<file path="src/rtl/keypad_pkg.sv">
// Shared types and constants for the 4x4 keypad scanner.
// Pure declarations; no timing or flow control of its own.
package keypad_pkg;

  localparam int NUM_COLS = 4;
  localparam int NUM_ROWS = 4;
  localparam int CODE_W   = 4;

  typedef enum logic [1:0] {IDLE, DEB_PRESS, PRESSED, DEB_RELEASE} state_t;
  typedef enum logic [1:0] {NONE, SINGLE, MULTI} frame_res_t;

  // Frame bits are column-major (col*4 + row); key codes are row*4 + col.
  function automatic logic [CODE_W-1:0] bit_to_code(input logic [3:0] idx);
    return {idx[1:0], idx[3:2]};
  endfunction

endpackage

</file>
<file path="src/rtl/keypad_col_scanner.sv">
// Column driver and frame capture: walks one low column per SCAN_DIV cycles, samples rows.
// Rows see 2 cycles of sync latency; frame_done/frame_bits valid on the last cycle of column 3; never stalls.
module keypad_col_scanner
  import keypad_pkg::*;
#(
  parameter int SCAN_DIV = 50000
) (
  input  logic                          clk,
  input  logic                          reset,
  input  logic [NUM_ROWS-1:0]           row_in,
  output logic [NUM_COLS-1:0]           col_out,
  output logic                          frame_done,
  output logic [NUM_ROWS*NUM_COLS-1:0]  frame_bits
);

  localparam int               DIV_W    = $clog2(SCAN_DIV);
  localparam logic [DIV_W-1:0] DIV_LAST = DIV_W'(SCAN_DIV - 1);

  logic [DIV_W-1:0]    div;
  logic [1:0]          col;
  logic [NUM_ROWS-1:0] row_s1;
  logic [NUM_ROWS-1:0] row_s2;
  logic [11:0]         frame_q;
  logic                step;

  assign step       = (div == DIV_LAST);
  assign frame_done = step && (col == 2'd3);
  // Column 3 is presented live so the frame can be judged on its final cycle.
  assign frame_bits = {~row_s2, frame_q};

  always_ff @(posedge clk or negedge reset) begin
    if (!reset) begin
      row_s1  <= '1;
      row_s2  <= '1;
      div     <= '0;
      col     <= 2'd0;
      col_out <= 4'b1110;
      frame_q <= '0;
    end else begin
      row_s1 <= row_in;
      row_s2 <= row_s1;
      if (step) begin
        div     <= '0;
        col     <= col + 2'd1;
        col_out <= ~(4'b0001 << (col + 2'd1));
        case (col)
          2'd0:    frame_q[3:0]  <= ~row_s2;
          2'd1:    frame_q[7:4]  <= ~row_s2;
          2'd2:    frame_q[11:8] <= ~row_s2;
          default: ;
        endcase
      end else begin
        div <= div + 1'b1;
      end
    end
  end

endmodule

</file>
<file path="src/rtl/keypad_matrix_scanner.sv">
// 4x4 keypad scanner: debounces whole frames and reports single key presses to the host.
// Report one cycle after the qualifying frame end; valid held until key_ack, overwrite sets overrun.
module keypad_matrix_scanner
  import keypad_pkg::*;
#(
  parameter int SCAN_DIV       = 50000,
  parameter int DEBOUNCE_SCANS = 4
) (
  input  logic                clk,
  input  logic                reset,
  input  logic [NUM_ROWS-1:0] row_in,
  output logic [NUM_COLS-1:0] col_out,
  output logic [CODE_W-1:0]   key_code,
  output logic                key_valid,
  input  logic                key_ack,
  output logic                key_down,
  output logic                overrun
);

  localparam int               CNT_W    = $clog2(DEBOUNCE_SCANS + 1);
  localparam logic [CNT_W-1:0] CNT_ONE  = CNT_W'(1);
  localparam logic [CNT_W-1:0] CNT_LAST = CNT_W'(DEBOUNCE_SCANS);

  logic                         frame_done;
  logic [NUM_ROWS*NUM_COLS-1:0] frame_bits;
  frame_res_t                   res;
  logic [4:0]                   ones;
  logic [3:0]                   hit_idx;
  logic [CODE_W-1:0]            code;
  state_t                       state;
  logic [CODE_W-1:0]            cand;
  logic [CNT_W-1:0]             cnt;
  logic [CNT_W-1:0]             cnt_inc;
  logic                         do_report;

  keypad_col_scanner #(.SCAN_DIV(SCAN_DIV)) u_scan (
    .clk        (clk),
    .reset      (reset),
    .row_in     (row_in),
    .col_out    (col_out),
    .frame_done (frame_done),
    .frame_bits (frame_bits)
  );

  always_comb begin
    ones    = '0;
    hit_idx = '0;
    for (int i = 0; i < NUM_ROWS*NUM_COLS; i++) begin
      if (frame_bits[i]) begin
        ones    = ones + 5'd1;
        hit_idx = 4'(i);
      end
    end
    if (ones == 5'd0)      res = NONE;
    else if (ones == 5'd1) res = SINGLE;
    else                   res = MULTI;
    code    = bit_to_code(hit_idx);
    cnt_inc = cnt + CNT_ONE;
  end

  always_comb begin
    do_report = 1'b0;
    if (frame_done && res == SINGLE) begin
      if (state == IDLE && DEBOUNCE_SCANS == 1)
        do_report = 1'b1;
      if (state == DEB_PRESS && code == cand && cnt_inc == CNT_LAST)
        do_report = 1'b1;
    end
  end

  always_ff @(posedge clk or negedge reset) begin
    if (!reset) begin
      state     <= IDLE;
      cand      <= '0;
      cnt       <= '0;
      key_code  <= '0;
      key_valid <= 1'b0;
      key_down  <= 1'b0;
      overrun   <= 1'b0;
    end else begin
      // A same-cycle ack consumes the old report, so the new one is not an overrun.
      if (do_report) begin
        key_code  <= code;
        key_valid <= 1'b1;
        overrun   <= key_valid & ~key_ack;
      end else if (key_ack && key_valid) begin
        key_valid <= 1'b0;
        overrun   <= 1'b0;
      end

      if (frame_done) begin
        case (state)
          IDLE: begin
            if (res == SINGLE) begin
              cand <= code;
              cnt  <= CNT_ONE;
              if (DEBOUNCE_SCANS == 1) begin
                state    <= PRESSED;
                key_down <= 1'b1;
              end else begin
                state <= DEB_PRESS;
              end
            end
          end
          DEB_PRESS: begin
            if (res == SINGLE && code == cand) begin
              if (cnt_inc == CNT_LAST) begin
                state    <= PRESSED;
                key_down <= 1'b1;
                cnt      <= '0;
              end else begin
                cnt <= cnt_inc;
              end
            end else if (res == SINGLE) begin
              cand <= code;
              cnt  <= CNT_ONE;
            end else begin
              state <= IDLE;
              cnt   <= '0;
            end
          end
          PRESSED: begin
            if (res == NONE) begin
              if (DEBOUNCE_SCANS == 1) begin
                state    <= IDLE;
                key_down <= 1'b0;
              end else begin
                state <= DEB_RELEASE;
                cnt   <= CNT_ONE;
              end
            end
          end
          DEB_RELEASE: begin
            if (res == NONE) begin
              if (cnt_inc == CNT_LAST) begin
                state    <= IDLE;
                key_down <= 1'b0;
                cnt      <= '0;
              end else begin
                cnt <= cnt_inc;
              end
            end else begin
              state <= PRESSED;
              cnt   <= '0;
            end
          end
          default: state <= IDLE;
        endcase
      end
    end
  end

endmodule

</file>
<file path="config.mk">
export PLATFORM = sky130hd
export DESIGN_NAME = keypad_matrix_scanner
export DESIGN_NICKNAME = d
export VERILOG_FILES = /design/src/rtl/keypad_pkg.sv /design/src/rtl/keypad_col_scanner.sv /design/src/rtl/keypad_matrix_scanner.sv
export SDC_FILE = /design/constraint.sdc
export NUM_CORES = 1
export LEC_CHECK = 0
export BUFFER_PORTS_ARGS = -buffer_cell sky130_fd_sc_hd__buf_2
export CORE_ASPECT_RATIO = 0.75
export CORE_MARGIN = 3
export CORE_UTILIZATION = 60
export DETAILED_ROUTE_END_ITERATION = 10
export PLACE_DENSITY_LB_ADDON = 0.25
export REMOVE_ABC_BUFFERS = 1
export SLEW_MARGIN = 20
export SYNTH_ARGS = -nofsm -noshare
export SYNTH_HDL_FRONTEND = slang
export SYNTH_SLANG_ARGS = --single-unit
</file>
<file path="constraint.sdc">
create_clock -name clk -period 21.3 [get_ports clk]
set_input_delay 2.13 -clock clk [delete_from_list [all_inputs] [get_ports clk]]
set_output_delay 2.13 -clock clk [all_outputs]
set_load 0.01 [all_outputs]
</file>
==> metrics.csv, run 1 <==
stage;metric;value;unit
status;status;complete, no violations;
grt;wire length of the first global-routing pass;14200;um
sta;skew final;0.0105;ns
detailed_routing;Vias/cell;5.68;
detailed_routing;drt first pass iters;4;
grt;largest net degree at the start of global routing;59;
sta;Rel. slew slack;53.1;%
synthesis;number of synthesized flops with an enable pin;0;
sta;Final Critical Period;10.07;ns
detailed_routing;WL per Instance;14.7;um
critical_path;Slowest-stage cell, CP;o32ai_1;
worst_hold_path;HP Start;u_scan.row_s1[3];
critical_path;critical path fanouts, max;9;
sta;final number of max-transition violations;0;
final_layout;fillers;524;
synthesis;largest cells by area after synthesis;dfrtp_1 28%, dfstp_2 6.8%, ha_1 6.8%, nand2_1 6.2%, xnor2_1 5.4%;
critical_path;Largest stage delay, worst path;0.44;ns
clock_network;CTS resizes;0;
synthesis;Syn Area/Cell;9.29;sq um
critical_path;CP Capture Type;flop;
sta;Slew @ Worst Pin;0.703;ns
synthesis;top cell type's share of synthesized area;27.8;%
clock_network;TritonCTS clock tree;built;
placement;HPWL after DPL;5990;um
placement;Placer Congestion;0.846;
final_layout;area of the multi-input gates;0.00262;sq mm
final_layout;Layout Cells excl Fill;555;
placement;placed insts;539;
worst_hold_path;HP Class;reg -> reg;
sta;TNS Setup;0;ns
critical_path;cell mode on critical path;ha_1;
sta;Max Clk Rate;0.0993;GHz
synthesis;main flop type after synthesis;dfrtp_1;
sta;Fin. Hold Viols;0;
grt;vias in the first global route;3078;
sta;crit share post-route;47.3;%
die;die width;103;um
final_layout;net count of the finished layout;499;
placement;pre-CTS setup slack;11.29;ns
synthesis;asr flop ratio synth;100;%
synthesis;Mapped Cells;455;
grt;Total GRT Usage;22.1;%
pwr;Peak VDD IR;0.0429;mV
synthesis;Yosys cell types;65;
clock_network;postcts setup bufs;0;
die;Starting Density;64.4;%
pwr;Tot Pwr;0.230;mW
final_layout;share of post-route cells with drive strength above 1;14.8;%
synthesis;Yosys warnings;0;
clock_network;clock buffer depth;2;
final_layout;Diodes inserted;0;
clock_network;cts bufs inserted;9;
clock_network;H-tree depth;3;
detailed_routing;detailed-route wire length;8150;um
die;Core Region;0.00657;sq mm
final_layout;Seq. cell area;0.00147;sq mm
sta;RSZ-0062 raised after global routing;no;
clock_network;Skew-Pair Late Insertion Delay;0.34;ns
synthesis;number of synthesized register bits;58;
die;I/O Pins;18;
pwr;PwrDens;50.5;mW/mm^2
sta;endpoints failing setup;0;
critical_path;CP arrival;10.29;ns
die;Die Area;0.00810;sq mm
detailed_routing;number of DRC markers in iteration 0;174;
placement;PortBufs;17;
die;die height;78.7;um
detailed_routing;routed via count;3150;
clock_network;hold-fix buffers at CTS;0;
die;row count;25;
grt;grt total ovfl;0;
final_layout;synthesis-to-layout area growth;7.81;%
grt;initial antenna violation count;0;
synthesis;cell area after synthesis;0.00423;sq mm
clock_network;CTS Sinks;58;
flow_run;max-cap viol count;0;
synthesis;post-synth top area cell;dfrtp_1;
critical_path;Critical Path Start Type;flop;
clock_network;Clock Pin Slew Worst Setup and Hold Paths;0.06;ns
pwr;Leak;2.07;nW
critical_path;Worst Setup SP;u_scan.frame_q[1];
detailed_routing;Final ANT Viol Nets;0;
sta;final worst setup slack;11.23;ns
critical_path;Req. time, crit path;21.52;ns
synthesis;sequential share of the synthesized area;34.7;%
clock_network;clk root buf;clkbuf_8;
detailed_routing;DR DRC count;0;
critical_path;worst r2r src;u_scan.frame_q[1];
critical_path;Setup CP Type;reg -> reg;
==> per-stage QoR <==
stage	cell area, sq um	util, %	hold slack (ns)
6_report	4560	69.4	0.358
5_1_grt	4560	69.4	0.360
4_1_cts	4560	69.4	0.358
3_5_place_dp	4360	66.4	0.348
3_3_place_gp	4360	66.4	0.345
2_1_floorplan	4170	-	0.345
==> critical path: cells and delay by family, from the launching register on <==
family | cells | cell delay, ns
XOR/XNOR | 2 | 0.34
multiplexers | 3 | 0.90
AND/OR/NAND/NOR | 10 | 1.14
AO/OA/AOI/OAI | 12 | 2.79
adder cells (fa/ha/maj) | 14 | 4.03
buffers and inverters | 4 | 0.28
flip-flops | 1 | 0.41
==> sequential cells by signal (all words and copies together), names as in the netlist <==
register        count
u_scan.col_out      4
u_scan.row_s1       4
u_scan.div         16
u_scan.col          2
cand                4
key_code            4
u_scan.row_s2       4
state               2
overrun             1
cnt                 3
key_down            1
key_valid           1
u_scan.frame_q     12
==> layer usage <==
metal	vias up	track usage, %	routed length (um)
met2	53	34.2	3720
met3	8	5.00	316
met5	-	0	0
li1	1604	-	-
met4	0	4.53	57
met1	1485	32.0	4050
==> logic make-up after synthesis <==
family / share of synthesized area (%)
XOR/XNOR: 17.4
multiplexers: 4.68
AND/OR/NAND/NOR: 20.1
adder cells (fa/ha/maj): 6.81
buffers and inverters: 3.49
AO/OA/AOI/OAI: 12.9
flip-flops: 34.7
==> layout make-up <==
type                       instances  share of cell area, %
multi-input combinational        359                   57.4
sequential                        58                   32.1
clock buffer                      11                   3.10
timing repair buffer              18                   2.03
tap                               81                   2.22
inverter                          23                   1.95
clock inverter                     5                   1.18
==> cells in the final DEF (no fill, tap or decap), types with 4 or more instances in the layout <==
cell type and instances:
and2_1 4, nor2b_1 5, and3_1 9, ha_1 23
dfstp_2 11, xnor2_1 26, inv_1 22, a21oi_1 19
a31oi_1 4, o22ai_1 5, mux2_4 4, nand2b_1 6
nand3_1 13, nor2_1 29, nor3_1 8, mux2i_1 7
mux2_1 4, buf_2 17, dfrtp_1 47, nand4_1 5
clkbuf_8 10, nand2_1 70, o21ai_0 32, xor2_1 25
==> worst paths after layout <==
check                                    to  slack, ns  cells after the start
hold reg to reg            u_scan.row_s2[3]       0.36                      0
setup reg to reg                    cand[2]      11.23                     45
min in group asynchronous            cnt[0]       1.92                      2
setup / recovery                    cand[2]      11.23                     45
hold / removal             u_scan.row_s2[3]       0.36                      0
max in group asynchronous     u_scan.div[3]      18.92                      2
==> synthesized netlist by cell type (9+ instances only) <==
cell	number
xnor2_1	26
and3_1	9
a21oi_1	19
nand3_1	13
dfrtp_1	47
ha_1	23
inv_1	22
xor2_1	25
nor2_1	29
dfstp_2	11
nand2_1	70
o21ai_0	32
clkbuf_1	12
==> where the power goes <==
part / total, mW / internal, mW / switching (mW) / leakage [nW]
Combinational: 0.0155 / 0.00546 / 0.0100 / 1.21
Sequential: 0.114 / 0.112 / 0.00188 / 0.757
Clock: 0.101 / 0.0568 / 0.0444 / 0.103
Total: 0.230 / 0.174 / 0.0563 / 2.07
(Power assumes the default switching activity.)
==> run 2, diff against run 1 <==
==> constraint.sdc (replaced) <==
create_clock -name clk -period 9.58 [get_ports clk]
set_input_delay 0.958 -clock clk [delete_from_list [all_inputs] [get_ports clk]]
set_output_delay 0.958 -clock clk [all_outputs]
set_load 0.01 [all_outputs]
==> metrics.csv, run 2 (synthesis gave the netlist of run 1 again) <==
stage;metric;value;unit
status;status;complete, no violations;
clock_network;cts bufs inserted;9;
critical_path;CP Capture Type;flop;
placement;PortBufs;17;
clock_network;H-tree depth;3;
placement;pre-CTS setup slack;-0.118;ns
grt;wire length of the first global-routing pass;14200;um
grt;initial antenna violation count;0;
die;die height;78.7;um
die;I/O Pins;18;
critical_path;Buf+Inv Stages, Crit Path;4;
sta;Rel. slew slack;52.8;%
grt;largest net degree at the start of global routing;59;
worst_hold_path;HP Class;reg -> reg;
detailed_routing;WL per Instance;15.2;um
clock_network;clk root buf;clkbuf_8;
sta;Hold Slack;0.357;ns
final_layout;fillers;510;
grt;Total GRT Usage;22.3;%
critical_path;critical path fanouts, max;4;
die;Core Region;0.00657;sq mm
sta;crit share post-route;95.1;%
die;Die Area;0.00810;sq mm
sta;Fin. Hold Viols;0;
final_layout;Largest regs;u_scan.div: 16 flops, u_scan.frame_q: 12 flops;
grt;vias in the first global route;3020;
sta;final number of max-transition violations;0;
final_layout;Seq. cell area;0.00147;sq mm
detailed_routing;detailed-route wire length;8580;um
grt;grt total ovfl;0;
pwr;Leak;2.13;nW
sta;skew final;0.00658;ns
clock_network;TritonCTS clock tree;built;
critical_path;Slowest-stage cell, CP;dfrtp_1;
critical_path;Largest stage delay, worst path;0.43;ns
final_layout;max FFs per register;16;
die;Starting Density;64.4;%
sta;endpoints failing setup;0;
die;row count;25;
final_layout;share of post-route cells with drive strength above 1;21.3;%
critical_path;cell mode on critical path;ha_1;
critical_path;Req. time, crit path;9.81;ns
detailed_routing;number of DRC markers in iteration 0;226;
critical_path;CP top delay family;adder cells;
clock_network;CTS Sinks;58;
critical_path;Critical Path Start Type;flop;
sta;Final Critical Period;9.11;ns
sta;final worst setup slack;0.467;ns
final_layout;synthesis-to-layout area growth;13.0;%
detailed_routing;drt first pass iters;4;
pwr;Peak VDD IR;0.0990;mV
final_layout;net count of the finished layout;509;
pwr;PwrDens;104;mW/mm^2
final_layout;most common cell after layout, fill and taps aside;nand2_1;
sta;TNS Setup;0;ns
detailed_routing;Vias/cell;5.81;
clock_network;clock buffer depth;2;
sta;Slew @ Worst Pin;0.708;ns
final_layout;area of the multi-input gates;0.00277;sq mm
detailed_routing;Final ANT Viol Nets;0;
detailed_routing;routed via count;3281;
final_layout;Diodes inserted;0;
final_layout;Biggest register;u_scan.div;
die;die width;103;um
placement;Placer Congestion;0.815;
placement;HPWL after DPL;6040;um
sta;Max Clk Rate;0.110;GHz
critical_path;CP arrival;9.34;ns
clock_network;Clock Pin Slew Worst Setup and Hold Paths;0.07;ns
flow_run;max-cap viol count;0;
final_layout;most frequent cells in the layout;70 x nand2_1, 47 x dfrtp_1, 31 x o21ai_0;
clock_network;Skew-Pair Late Insertion Delay;0.34;ns
critical_path;Setup CP Type;reg -> reg;
detailed_routing;DR DRC count;0;
==> run 2: per-stage QoR <==
stage | instances | instance area, sq um | util, % | power (mW)
after floorplan | 440 | 4170 | - | 0.279
after global placement | 542 | 4390 | 66.8 | 0.293
after detailed placement | 542 | 4390 | 66.8 | 0.295
after CTS | 558 | 4580 | 69.7 | 0.498
after global routing | 565 | 4780 | 72.7 | 0.521
final | 565 | 4780 | 72.7 | 0.499
==> run 2: layout make-up <==
class / instances / area share (%)
clock buffer: 10 / 2.88
inverter: 23 / 1.86
timing repair buffer: 28 / 3.51
tap: 81 / 2.12
clock inverter: 6 / 0.891
sequential: 58 / 30.7
multi-input combinational: 359 / 58.1
==> run 2: final timing paths <==
| check | from | end | slack (ns) | depth (start not counted) |
|---|---|---|---|---|
| setup / recovery | u_scan.frame_q[1] | cand[0] | 0.47 | 46 |
| hold / removal | u_scan.row_s1[3] | u_scan.row_s2[3] | 0.36 | 0 |
| setup reg to reg | u_scan.frame_q[1] | cand[0] | 0.47 | 46 |
| hold reg to reg | u_scan.row_s1[3] | u_scan.row_s2[3] | 0.36 | 0 |
| max in group asynchronous | reset | u_scan.frame_q[0] | 8.36 | 2 |
| min in group asynchronous | reset | cnt[1] | 0.75 | 2 |
==> run 2: repair_timing <==
item	4_1_cts	5_1_grt
setup endpoints to repair	11	16
resized for setup	2	25
hold buffers	0	0
setup buffers	0	7
pin swaps	0	12
==> run 2: layer usage <==
| metal | vias up | global-route usage (%) | wire, um |
|---|---|---|---|
| met2 | 57 | 32.7 | 3930 |
| met3 | 8 | 6.06 | 367 |
| li1 | 1632 | - | - |
| met1 | 1584 | 33.2 | 4220 |
| met5 | - | 0 | 0 |
| met4 | 0 | 4.66 | 60 |
==> run 2: power breakdown <==
group / internal, mW / total [mW] / switching (mW)
combinational: 0.0193 / 0.0459 / 0.0267
sequential: 0.249 / 0.253 / 0.00452
clock: 0.100 / 0.200 / 0.0993
total: 0.368 / 0.499 / 0.130
==> run 3, diff against run 2 <==
--- a/config.mk
+++ b/config.mk
@@ -5,7 +5,7 @@
 export SDC_FILE = /design/constraint.sdc
 export NUM_CORES = 1
 export LEC_CHECK = 0
-export BUFFER_PORTS_ARGS = -buffer_cell sky130_fd_sc_hd__buf_2
+export BUFFER_PORTS_ARGS = -buffer_cell sky130_fd_sc_hd__clkbuf_2
 export CORE_ASPECT_RATIO = 0.75
 export CORE_MARGIN = 3
 export CORE_UTILIZATION = 60
==> metrics.csv, run 3 (synthesis gave the netlist of run 1 again) <==
stage;metric;value;unit
critical_path;Largest stage delay, worst path;0.42;ns
detailed_routing;drt first pass iters;5;
detailed_routing;Metal-1 WL;4190;um
pwr;Leak;2.18;nW
grt;grt total ovfl;0;
pwr;Peak VDD IR;0.0983;mV
critical_path;Slowest-stage cell, CP;dfrtp_1;
die;Die Area;0.00810;sq mm
detailed_routing;DR DRC count;0;
sta;crit share post-route;96.3;%
detailed_routing;detailed-route wire length;8840;um
clock_network;clock buffer depth;2;
final_layout;most frequent cells in the layout;70 x nand2_1, 47 x dfrtp_1, 31 x o21ai_0;
placement;HPWL after DPL;6150;um
final_layout;Largest regs;u_scan.div: 16 flops, u_scan.frame_q: 12 flops;
die;I/O Pins;18;
critical_path;CP Capture Type;flop;
die;Core Region;0.00657;sq mm
sta;Final Critical Period;9.22;ns
sta;Rel. slew slack;53.2;%
critical_path;Req. time, crit path;9.79;ns
final_layout;Diodes inserted;0;
clock_network;H-tree depth;3;
detailed_routing;Vias/cell;5.80;
sta;Slew @ Worst Pin;0.702;ns
placement;Placer Congestion;0.820;
detailed_routing;Top Layer Used;met4;
clock_network;CTS Sinks;58;
sta;TNS Setup;0;ns
pwr;PwrDens;114;mW/mm^2
critical_path;Critical Path Start Type;flop;
final_layout;share of post-route cells with drive strength above 1;21.3;%
die;die width;103;um
final_layout;max FFs per register;16;
detailed_routing;met2 WL;4230;um
sta;Max Clk Rate;0.108;GHz
clock_network;TritonCTS clock tree;built;
sta;Hold Slack;0.356;ns
detailed_routing;routed via count;3300;
die;row count;25;
grt;wire length of the first global-routing pass;14400;um
grt;vias in the first global route;3118;
final_layout;most common cell after layout, fill and taps aside;nand2_1;
status;status;complete, no violations;
grt;Total GRT Usage;22.3;%
sta;final number of max-transition violations;0;
detailed_routing;Final ANT Viol Nets;0;
clock_network;hold-fix buffers at CTS;0;
die;Starting Density;64.4;%
clock_network;Clock Pin Slew Worst Setup and Hold Paths;0.07;ns
clock_network;cts bufs inserted;9;
sta;skew final;0.00827;ns
grt;largest net degree at the start of global routing;59;
final_layout;synthesis-to-layout area growth;14.6;%
clock_network;Skew-Pair Late Insertion Delay;0.33;ns
flow_run;max-cap viol count;0;
worst_hold_path;HP Class;reg -> reg;
detailed_routing;met3 wire length;323;um
critical_path;Setup CP Type;reg -> reg;
final_layout;net count of the finished layout;513;
detailed_routing;WL per Instance;15.5;um
sta;endpoints failing setup;0;
clock_network;clk root buf;clkbuf_8;
placement;PortBufs;17;
final_layout;Biggest register;u_scan.div;
sta;Fin. Hold Viols;0;
pwr;Tot Pwr;0.550;mW
critical_path;critical path fanouts, max;6;
grt;initial antenna violation count;0;
detailed_routing;number of DRC markers in iteration 0;165;
critical_path;CP arrival;9.43;ns
die;die height;78.7;um
critical_path;cell mode on critical path;ha_1;
[run 3: worst max-delay path, delay by kind of cell (launching register included)]
family / cells / cell delay (ns)
buffers and inverters: 4 / 0.31
flip-flops: 1 / 0.42
AND/OR/NAND/NOR: 10 / 1.14
multiplexers: 3 / 0.82
adder cells (fa/ha/maj): 14 / 3.98
XOR/XNOR: 2 / 0.34
AO/OA/AOI/OAI: 12 / 2.06
[run 3: metal layers]
metal / vias up / GRT usage [%]
met5: - / 0
met4: 0 / 4.27
met3: 15 / 5.79
met2: 66 / 34.3
met1: 1586 / 32.2
li1: 1633 / -
[run 3: what timing repair did]
| item | 4_1_cts | 5_1_grt |
|---|---|---|
| setup buffers | 1 | 10 |
| gates resized for setup | 2 | 22 |
| endpoints found under the setup margin | 11 | 16 |
| cloned | 0 | 0 |
| pin swaps | 1 | 9 |
[run 3: worst paths after layout]
check,startpoint,end,slack (ns),cells past startpoint
max,u_scan.frame_q[1],key_code[1],0.36,45
min,u_scan.row_s1[2],u_scan.row_s2[2],0.36,0
max reg2reg,u_scan.frame_q[1],key_code[1],0.36,45
min reg2reg,u_scan.row_s1[2],u_scan.row_s2[2],0.36,0
max in group asynchronous,reset,u_scan.div[14],8.34,2
min in group asynchronous,reset,key_code[2],0.78,2
[run 3: power by group]
group / switching, mW / internal [mW] / total (mW)
clock network: 0.100 / 0.154 / 0.254
registers: 0.00455 / 0.249 / 0.253
logic: 0.0258 / 0.0176 / 0.0434
[run 3: cell type report]
cell class	instances	area, sq um
multi-input cells	359	2760
fillers	467	1730
flip-flops and latches	58	1470
repair buffers	32	198
clock buffers	10	138
well taps	81	101
clock inverters	6	88.8
inverters	23	88.8
[run 3: per-stage QoR]
step | utilization [%] | worst slack, ns | instance area (sq um) | std cells
after CTS | 70.5 | 0.0108 | 4630 | 559
after global routing | 73.7 | -0.132 | 4840 | 569
after detailed placement | 66.8 | -0.0670 | 4390 | 542
final | 73.7 | 0.356 | 4840 | 569
after floorplan | - | 0.441 | 4170 | 440
after global placement | 66.8 | 0.404 | 4390 | 542
